--- config.mk ---
export PLATFORM = sky130hd
export DESIGN_NAME = quiz_round_seq
export DESIGN_NICKNAME = d
export VERILOG_FILES = /design/src/rtl/quiz_pkg.sv /design/src/rtl/btn_debounce.sv /design/src/rtl/quiz_round_seq.sv
export SDC_FILE = /design/constraint.sdc
export NUM_CORES = 1
export LEC_CHECK = 0
export ABC_AREA = 1
export BUFFER_PORTS_ARGS = -buffer_cell sky130_fd_sc_hd__buf_2
export CAP_MARGIN = 20
export CORE_ASPECT_RATIO = 1.2
export CORE_MARGIN = 2
export CORE_UTILIZATION = 57
export DETAILED_ROUTE_END_ITERATION = 10
export PLACE_DENSITY = 0.77
export SLEW_MARGIN = 25
export SYNTH_ARGS = -nofsm -noshare
export SYNTH_HDL_FRONTEND = slang
export SYNTH_SLANG_ARGS = --single-unit
--- constraint.sdc ---
create_clock -name w_clk -period 2.9 [get_ports w_clk]
set_clock_uncertainty 0.05 [all_clocks]
set_input_delay 0.58 -clock w_clk [delete_from_list [all_inputs] [get_ports w_clk]]
set_output_delay 0.58 -clock w_clk [all_outputs]
set_load 0.1 [all_outputs]
--- src/rtl/quiz_pkg.sv ---
// quiz_pkg: shared states, screen codes, button indices and helpers for the
// arrow-quiz round sequencer.
`timescale 1ns/1ps
package quiz_pkg;

  // Round sequencer states
  typedef enum logic [2:0] {
    ST_IDLE    = 3'd0,
    ST_READY   = 3'd1,
    ST_SHOW    = 3'd2,
    ST_ANSWER  = 3'd3,
    ST_CORRECT = 3'd4,
    ST_WRONG   = 3'd5,
    ST_RESULT  = 3'd6
  } state_e;

  // Screen codes consumed by the pixel-colour generator
  localparam logic [2:0] SCR_IDLE    = 3'd0;
  localparam logic [2:0] SCR_READY   = 3'd1;
  localparam logic [2:0] SCR_ARROW   = 3'd2;
  localparam logic [2:0] SCR_ANSWER  = 3'd3;
  localparam logic [2:0] SCR_CORRECT = 3'd4;
  localparam logic [2:0] SCR_WRONG   = 3'd5;
  localparam logic [2:0] SCR_RESULT  = 3'd6;

  // Bit positions inside the five-button vector
  localparam int BTN_RIGHT  = 0;
  localparam int BTN_LEFT   = 1;
  localparam int BTN_DOWN   = 2;
  localparam int BTN_UP     = 3;
  localparam int BTN_CENTER = 4;

  // Power-on value of the rotation LFSR
  localparam logic [15:0] LFSR_SEED = 16'hACE1;

  // Direction mask (bits {up,down,left,right}) the player must press for a
  // given arrow rotation.
  function automatic logic [3:0] expected_dir(input logic [1:0] rot);
    logic [3:0] mask;
    case (rot)
      2'd0:    mask = 4'b0001;  // right
      2'd1:    mask = 4'b0100;  // down
      2'd2:    mask = 4'b0010;  // left
      default: mask = 4'b1000;  // up
    endcase
    return mask;
  endfunction

  // Screen shown while in a given state
  function automatic logic [2:0] screen_of(input state_e st);
    logic [2:0] scr;
    case (st)
      ST_READY:   scr = SCR_READY;
      ST_SHOW:    scr = SCR_ARROW;
      ST_ANSWER:  scr = SCR_ANSWER;
      ST_CORRECT: scr = SCR_CORRECT;
      ST_WRONG:   scr = SCR_WRONG;
      ST_RESULT:  scr = SCR_RESULT;
      default:    scr = SCR_IDLE;
    endcase
    return scr;
  endfunction

endpackage

--- src/rtl/btn_debounce.sv ---
// btn_debounce: two-flop synchroniser, level debouncer and rising-edge pulse
// for one push button.
`timescale 1ns/1ps
module btn_debounce #(
  parameter int unsigned DEBOUNCE_CYCLES = 1_000_000
) (
  input  logic w_clk,
  input  logic w_rst_n,
  input  logic i_raw,
  output logic o_pulse
);

  localparam int CW = (DEBOUNCE_CYCLES > 1) ? $clog2(DEBOUNCE_CYCLES) : 1;

  logic          r_sync1;
  logic          r_sync2;
  logic          r_level;
  logic [CW-1:0] r_cnt;
  logic          r_pulse;

  // Bring the raw level into the clock domain
  always_ff @(posedge w_clk or negedge w_rst_n) begin
    if (!w_rst_n) begin
      r_sync1 <= 1'b0;
      r_sync2 <= 1'b0;
    end else begin
      r_sync1 <= i_raw;
      r_sync2 <= r_sync1;
    end
  end

  // Accept a new level after DEBOUNCE_CYCLES consecutive differing samples;
  // any sample matching the accepted level restarts the count.
  always_ff @(posedge w_clk or negedge w_rst_n) begin
    if (!w_rst_n) begin
      r_level <= 1'b0;
      r_cnt   <= '0;
      r_pulse <= 1'b0;
    end else if (r_sync2 != r_level) begin
      if (r_cnt == CW'(DEBOUNCE_CYCLES - 1)) begin
        r_level <= r_sync2;
        r_cnt   <= '0;
        r_pulse <= r_sync2;
      end else begin
        r_cnt   <= r_cnt + 1'b1;
        r_pulse <= 1'b0;
      end
    end else begin
      r_cnt   <= '0;
      r_pulse <= 1'b0;
    end
  end

  assign o_pulse = r_pulse;

endmodule

--- src/rtl/quiz_round_seq.sv ---
// quiz_round_seq: one arrow-quiz round (idle, get-ready, NUM_Q questions,
// result). Optional macro QUIZ_LFSR_EN picks rotations from a 16-bit LFSR
// instead of the fixed 0,1,2,3 order.
`timescale 1ns/1ps
module quiz_round_seq
  import quiz_pkg::*;
#(
  parameter int unsigned TICKS_PER_STEP  = 100_000_000,
  parameter int unsigned ANSWER_TICKS    = 300_000_000,
  parameter int unsigned FEEDBACK_TICKS  = 50_000_000,
  parameter int unsigned NUM_Q           = 4,
  parameter int unsigned DEBOUNCE_CYCLES = 1_000_000
) (
  input  logic       w_clk,
  input  logic       w_rst_n,
  input  logic [4:0] fivebuttons,
  output logic [1:0] o_mode,
  output logic [2:0] o_screen,
  output logic [3:0] o_score,
  output logic [3:0] o_qidx,
  output logic       o_done
);

  logic [4:0]  w_pulse;
  state_e      r_state;
  state_e      w_state_next;
  logic [31:0] r_timer;
  logic [31:0] w_timer_load;
  logic [3:0]  r_score;
  logic [3:0]  w_score_next;
  logic [3:0]  r_qidx;
  logic [3:0]  w_qidx_next;
  logic [1:0]  r_mode;
  logic [1:0]  w_rot;
  logic [2:0]  r_screen;
  logic        r_done;
  logic        w_expired;
  logic        w_entry;
  logic [3:0]  w_dir;

  genvar gi;
  generate
    for (gi = 0; gi < 5; gi++) begin : g_btn
      btn_debounce #(.DEBOUNCE_CYCLES(DEBOUNCE_CYCLES)) u_deb (
        .w_clk   (w_clk),
        .w_rst_n (w_rst_n),
        .i_raw   (fivebuttons[gi]),
        .o_pulse (w_pulse[gi])
      );
    end
  endgenerate

  assign w_expired = (r_timer == 32'd0);
  assign w_entry   = (w_state_next != r_state);
  assign w_dir     = w_pulse[BTN_UP:BTN_RIGHT];

`ifdef QUIZ_LFSR_EN
  logic [15:0] r_lfsr;

  // Free-running Fibonacci LFSR, taps 16,14,13,11
  always_ff @(posedge w_clk or negedge w_rst_n) begin
    if (!w_rst_n) r_lfsr <= LFSR_SEED;
    else          r_lfsr <= {r_lfsr[14:0], r_lfsr[15] ^ r_lfsr[13] ^ r_lfsr[12] ^ r_lfsr[10]};
  end

  assign w_rot = r_lfsr[1:0];
`else
  // Fixed order: rotation follows the question index about to be shown
  assign w_rot = w_qidx_next[1:0];
`endif

  // Next-state, score and question-index decisions
  always_comb begin
    w_state_next = r_state;
    w_score_next = r_score;
    w_qidx_next  = r_qidx;
    case (r_state)
      ST_IDLE: begin
        if (w_pulse[BTN_CENTER]) begin
          w_state_next = ST_READY;
          w_score_next = 4'd0;
          w_qidx_next  = 4'd0;
        end
      end
      ST_READY:  if (w_expired) w_state_next = ST_SHOW;
      ST_SHOW:   if (w_expired) w_state_next = ST_ANSWER;
      ST_ANSWER: begin
        // A press outranks a coinciding timeout; multi-press counts as wrong
        if (|w_dir) begin
          if ($onehot(w_dir) && (w_dir == expected_dir(r_mode))) begin
            w_state_next = ST_CORRECT;
            w_score_next = (r_score == 4'd15) ? r_score : r_score + 4'd1;
          end else begin
            w_state_next = ST_WRONG;
          end
        end else if (w_expired) begin
          w_state_next = ST_WRONG;
        end
      end
      ST_CORRECT, ST_WRONG: begin
        if (w_expired) begin
          if (r_qidx == 4'(NUM_Q - 1)) begin
            w_state_next = ST_RESULT;
          end else begin
            w_state_next = ST_SHOW;
            w_qidx_next  = r_qidx + 4'd1;
          end
        end
      end
      ST_RESULT: if (w_pulse[BTN_CENTER]) w_state_next = ST_IDLE;
      default:   w_state_next = ST_IDLE;
    endcase
  end

  // Dwell time for the state being entered
  always_comb begin
    w_timer_load = 32'd0;
    case (w_state_next)
      ST_READY, ST_SHOW:    w_timer_load = 32'(TICKS_PER_STEP - 1);
      ST_ANSWER:            w_timer_load = 32'(ANSWER_TICKS - 1);
      ST_CORRECT, ST_WRONG: w_timer_load = 32'(FEEDBACK_TICKS - 1);
      default:              w_timer_load = 32'd0;
    endcase
  end

  // State, timer and registered outputs
  always_ff @(posedge w_clk or negedge w_rst_n) begin
    if (!w_rst_n) begin
      r_state  <= ST_IDLE;
      r_timer  <= 32'd0;
      r_score  <= 4'd0;
      r_qidx   <= 4'd0;
      r_mode   <= 2'd0;
      r_screen <= SCR_IDLE;
      r_done   <= 1'b0;
    end else begin
      r_state  <= w_state_next;
      r_score  <= w_score_next;
      r_qidx   <= w_qidx_next;
      r_screen <= screen_of(w_state_next);
      r_done   <= w_entry && (w_state_next == ST_RESULT);
      if (w_entry)                r_timer <= w_timer_load;
      else if (r_timer != 32'd0)  r_timer <= r_timer - 32'd1;
      if (w_entry && (w_state_next == ST_SHOW)) r_mode <= w_rot;
    end
  end

  assign o_mode   = r_mode;
  assign o_screen = r_screen;
  assign o_score  = r_score;
  assign o_qidx   = r_qidx;
  assign o_done   = r_done;

endmodule

==> impl_metrics.env <==
export IMPL_status="complete, but fails checks"
export IMPL_failed_checks="setup timing"
export IMPL_cts_buffer_depth=2
export IMPL_finalWorstSetupSlack_ns=-0.0253
export IMPL_power_density_nw_per_um2=476
export IMPL_start_util_pct=58.3
export IMPL_hold_viol=0
export IMPL_yosys_area_top_type="dfrtp_1"
export IMPL_post_place_ws_ns=-0.0717
export IMPL_ir_worst_vdd_mv=0.336
export IMPL_fin_crit_ns=2.93
export IMPL_grt_pass1_vias=6944
export IMPL_ys_async_sr_fraction_pct=100
export IMPL_r2r_start="g_btn[3].u_deb.o_pulse$_DFF_PN0_"
export IMPL_antenna_found_initial=0
export IMPL_antenna_cells=0
export IMPL_switchingPower_mw=1.03
export IMPL_synth_area_leaders="dfrtp_1 (49%), nand2_1 (7.9%), nor2_1 (7.2%), inv_1 (6.2%), xor2_1 (3.8%)"
export IMPL_p_int_mw=3.82
export IMPL_io_buffers=20
export IMPL_path_max_fanout=9
export IMPL_dp_cells=1298
export IMPL_core_um2=15000
export IMPL_setup_violations=3
export IMPL_maxSlewViolCount=0
export IMPL_path_class="register to register"
export IMPL_rsz0062_at_grt="yes"
export IMPL_drcViolationCount=0
export IMPL_via_per_inst=5.31
export IMPL_cts_htree_levels=4
export IMPL_grt_pass1_wl_um=31000
export IMPL_first_iter_violations=489
export IMPL_mostFrequentLayoutCells="dfrtp_1 (169), nand2_1 (164), nor2_1 (163)"
export IMPL_vias=7128
export IMPL_final_util_pct=67.9
export IMPL_area_growth_pct=16.6
export IMPL_tightest_slew_ns=0.617
export IMPL_tns_ns=-0.0391
export IMPL_die_width_um=117
export IMPL_whs_ns=0.0677
export IMPL_ys_warnings_count=0
export IMPL_drv_cap=0
export IMPL_ys_seq_area_share_pct=48.5
export IMPL_clock_latency_ns=0.42
export IMPL_ios=21
export IMPL_power_mw=4.84
export IMPL_ys_types=43
export IMPL_wl_per_cell_um=13.9
export IMPL_arrival_ns=3.19
export IMPL_antenna_left=0
export IMPL_power_clock_fraction_pct=47.9
export IMPL_syn_nets=1084
export IMPL_syn_avg_cell_area_um2=8.18
export IMPL_drive_above_1_share_pct=14.4
export IMPL_grt_start_max_net_pins=67
export IMPL_max_freq_mhz=342
export IMPL_dp_hpwl_um=13000
export IMPL_die_h_um=139
export IMPL_switching_share_pct=21.2
export IMPL_synth_main_ff_cell="dfrtp_1"
export IMPL_drt_wl_total_um=18700
export IMPL_relSlewSlack_pct=58.9
export IMPL_clk_pin_slew_worst_paths_ns=0.06
export IMPL_end_kind="register"
export IMPL_p_leak_nw=5.03
export IMPL_synth_cells=1065
export IMPL_grt_usage_pct=23.8
export IMPL_synth_top_area_share_pct=48.5
export IMPL_placed_area_um2=9200
export IMPL_ys_seq_elements=169
export IMPL_fin_crit_sh_pct=101
export IMPL_cts_made_buffers=17
export IMPL_p_comb_share_pct=2.6
export IMPL_layout_commonest_cell="dfrtp_1"
export IMPL_critPathLaunchType="register"
export IMPL_fp_row_count=49
export IMPL_nNetsFinal=1144
export IMPL_synth_edf_count=0
export IMPL_cts_tree="built"
export IMPL_critical_path_required_ns=3.16
export IMPL_hold_buffers=0
export IMPL_cts_root_buf="clkbuf_16"
export IMPL_startpoint="g_btn[3].u_deb.o_pulse$_DFF_PN0_"
export IMPL_stdcell_count=1342
export IMPL_gp_congestion=0.903
export IMPL_overflow=0
export IMPL_fin_area_um2=10200
export IMPL_hp_class="input pin to async pin"
export IMPL_netlist_area_um2=8710
export IMPL_cts_sinks=169
export IMPL_die_area_um2=16300
export IMPL_first_pass_iters=5
export IMPL_seq_power_share_pct=49.5
-- power groups by stage --
stage               registers, mW  clock network (mW)  logic (mW)
CTS                          2.40                2.36       0.129
finish                       2.40                2.32       0.125
global placement             2.44                   0       0.126
floorplan                    2.44                   0      0.0553
global route                 2.40                2.46       0.149
detailed placement           2.44                   0       0.129
-- cell usage after synthesis, drive strengths merged (11+ instances only) --
| cell type | n |
|---|---|
| nand2 | 193 |
| nor2 | 174 |
| dfrtp | 169 |
| inv | 145 |
| a21oi | 60 |
| nand3 | 59 |
| nor3 | 57 |
| o21ai | 40 |
| xor2 | 38 |
| nand4 | 34 |
| xnor2 | 22 |
| nor4 | 13 |
| ha | 11 |
-- layer usage --
| metal | vias to the layer above | share of wire, % | track usage (%) |
|---|---|---|---|
| li1 | 3591 | - | - |
| met5 | - | 0 | 0 |
| met2 | 120 | 52 | 40.9 |
| met3 | 36 | 2.7 | 4.70 |
| met1 | 3381 | 43 | 29.5 |
| met4 | 0 | 2.3 | 8.36 |
-- layout make-up --
type                       count  area (µm²)
tap                          204         255
multi-input combinational    741        4080
fill                        1246        4800
sequential                   169        4230
timing repair buffer          50         432
clock inverter                11         146
clock buffer                  21         460
inverter                     146         558
-- kinds of logic (layout without fill, tap and decap cells) --
kind of cell    after synthesis  after routing  share of synthesized area (%)
simple gates                544            545                           28.2
flops                       169            169                           48.5
buf+inv                     156            228                           7.14
compound gates              124            124                           8.34
fa+ha+maj                    12             12                           1.81
xor+xnor                     60             60                           6.03
-- repair_timing --
action,CTS,global route
setup endpoints to repair,30,35
pin swaps,2,17
gates cloned,0,5
setup buffers,2,5
gates resized for setup,6,60
-- final timing paths --
kind,slack (ns),depth (start not counted),end
max,-0.03,22,r_timer[3]$_DFFE_PN0P_
min in group w_clk,0.21,1,g_btn[3].u_deb.r_sync1$_DFF_PN0_
min,0.07,1,g_btn[0].u_deb.r_cnt[18]$_DFF_PN0_
max reg2reg,-0.03,22,r_timer[3]$_DFFE_PN0P_
min reg2reg,0.30,0,g_btn[0].u_deb.r_sync2$_DFF_PN0_
max in group asynchronous,1.96,2,g_btn[3].u_deb.r_cnt[5]$_DFF_PN0_
-- registers in the layout (all words and copies together), names as in the netlist --
name                 count
r_timer                 32
g_btn.u_deb.r_sync1      5
g_btn.u_deb.o_pulse      5
o_mode                   2
o_qidx                   4
o_done                   1
g_btn.u_deb.r_sync2      5
o_screen                 3
o_score                  4
r_state                  3
g_btn.u_deb.r_cnt      100
g_btn.u_deb.r_level      5
-- worst max-delay path, cell delays in order, from the launching register on --
cell and delay, ns:
dfrtp_1 0.36, inv_2 0.05, fa_1 0.55, inv_2 0.05, ha_4 0.16, ha_4 0.23
inv_2 0.04, nand2_1 0.04, nor2_1 0.09, nand2_1 0.06, nor2_1 0.09, nand2_1 0.07
nand3_1 0.07, nand2_1 0.06, inv_2 0.11, nand2_2 0.10, nand2_2 0.10, nand2_4 0.08
nand2_8 0.11, inv_8 0.05, buf_12 0.13, nand2_1 0.09, a21oi_2 0.07
Note: power is estimated with default switching activity, not from simulation.
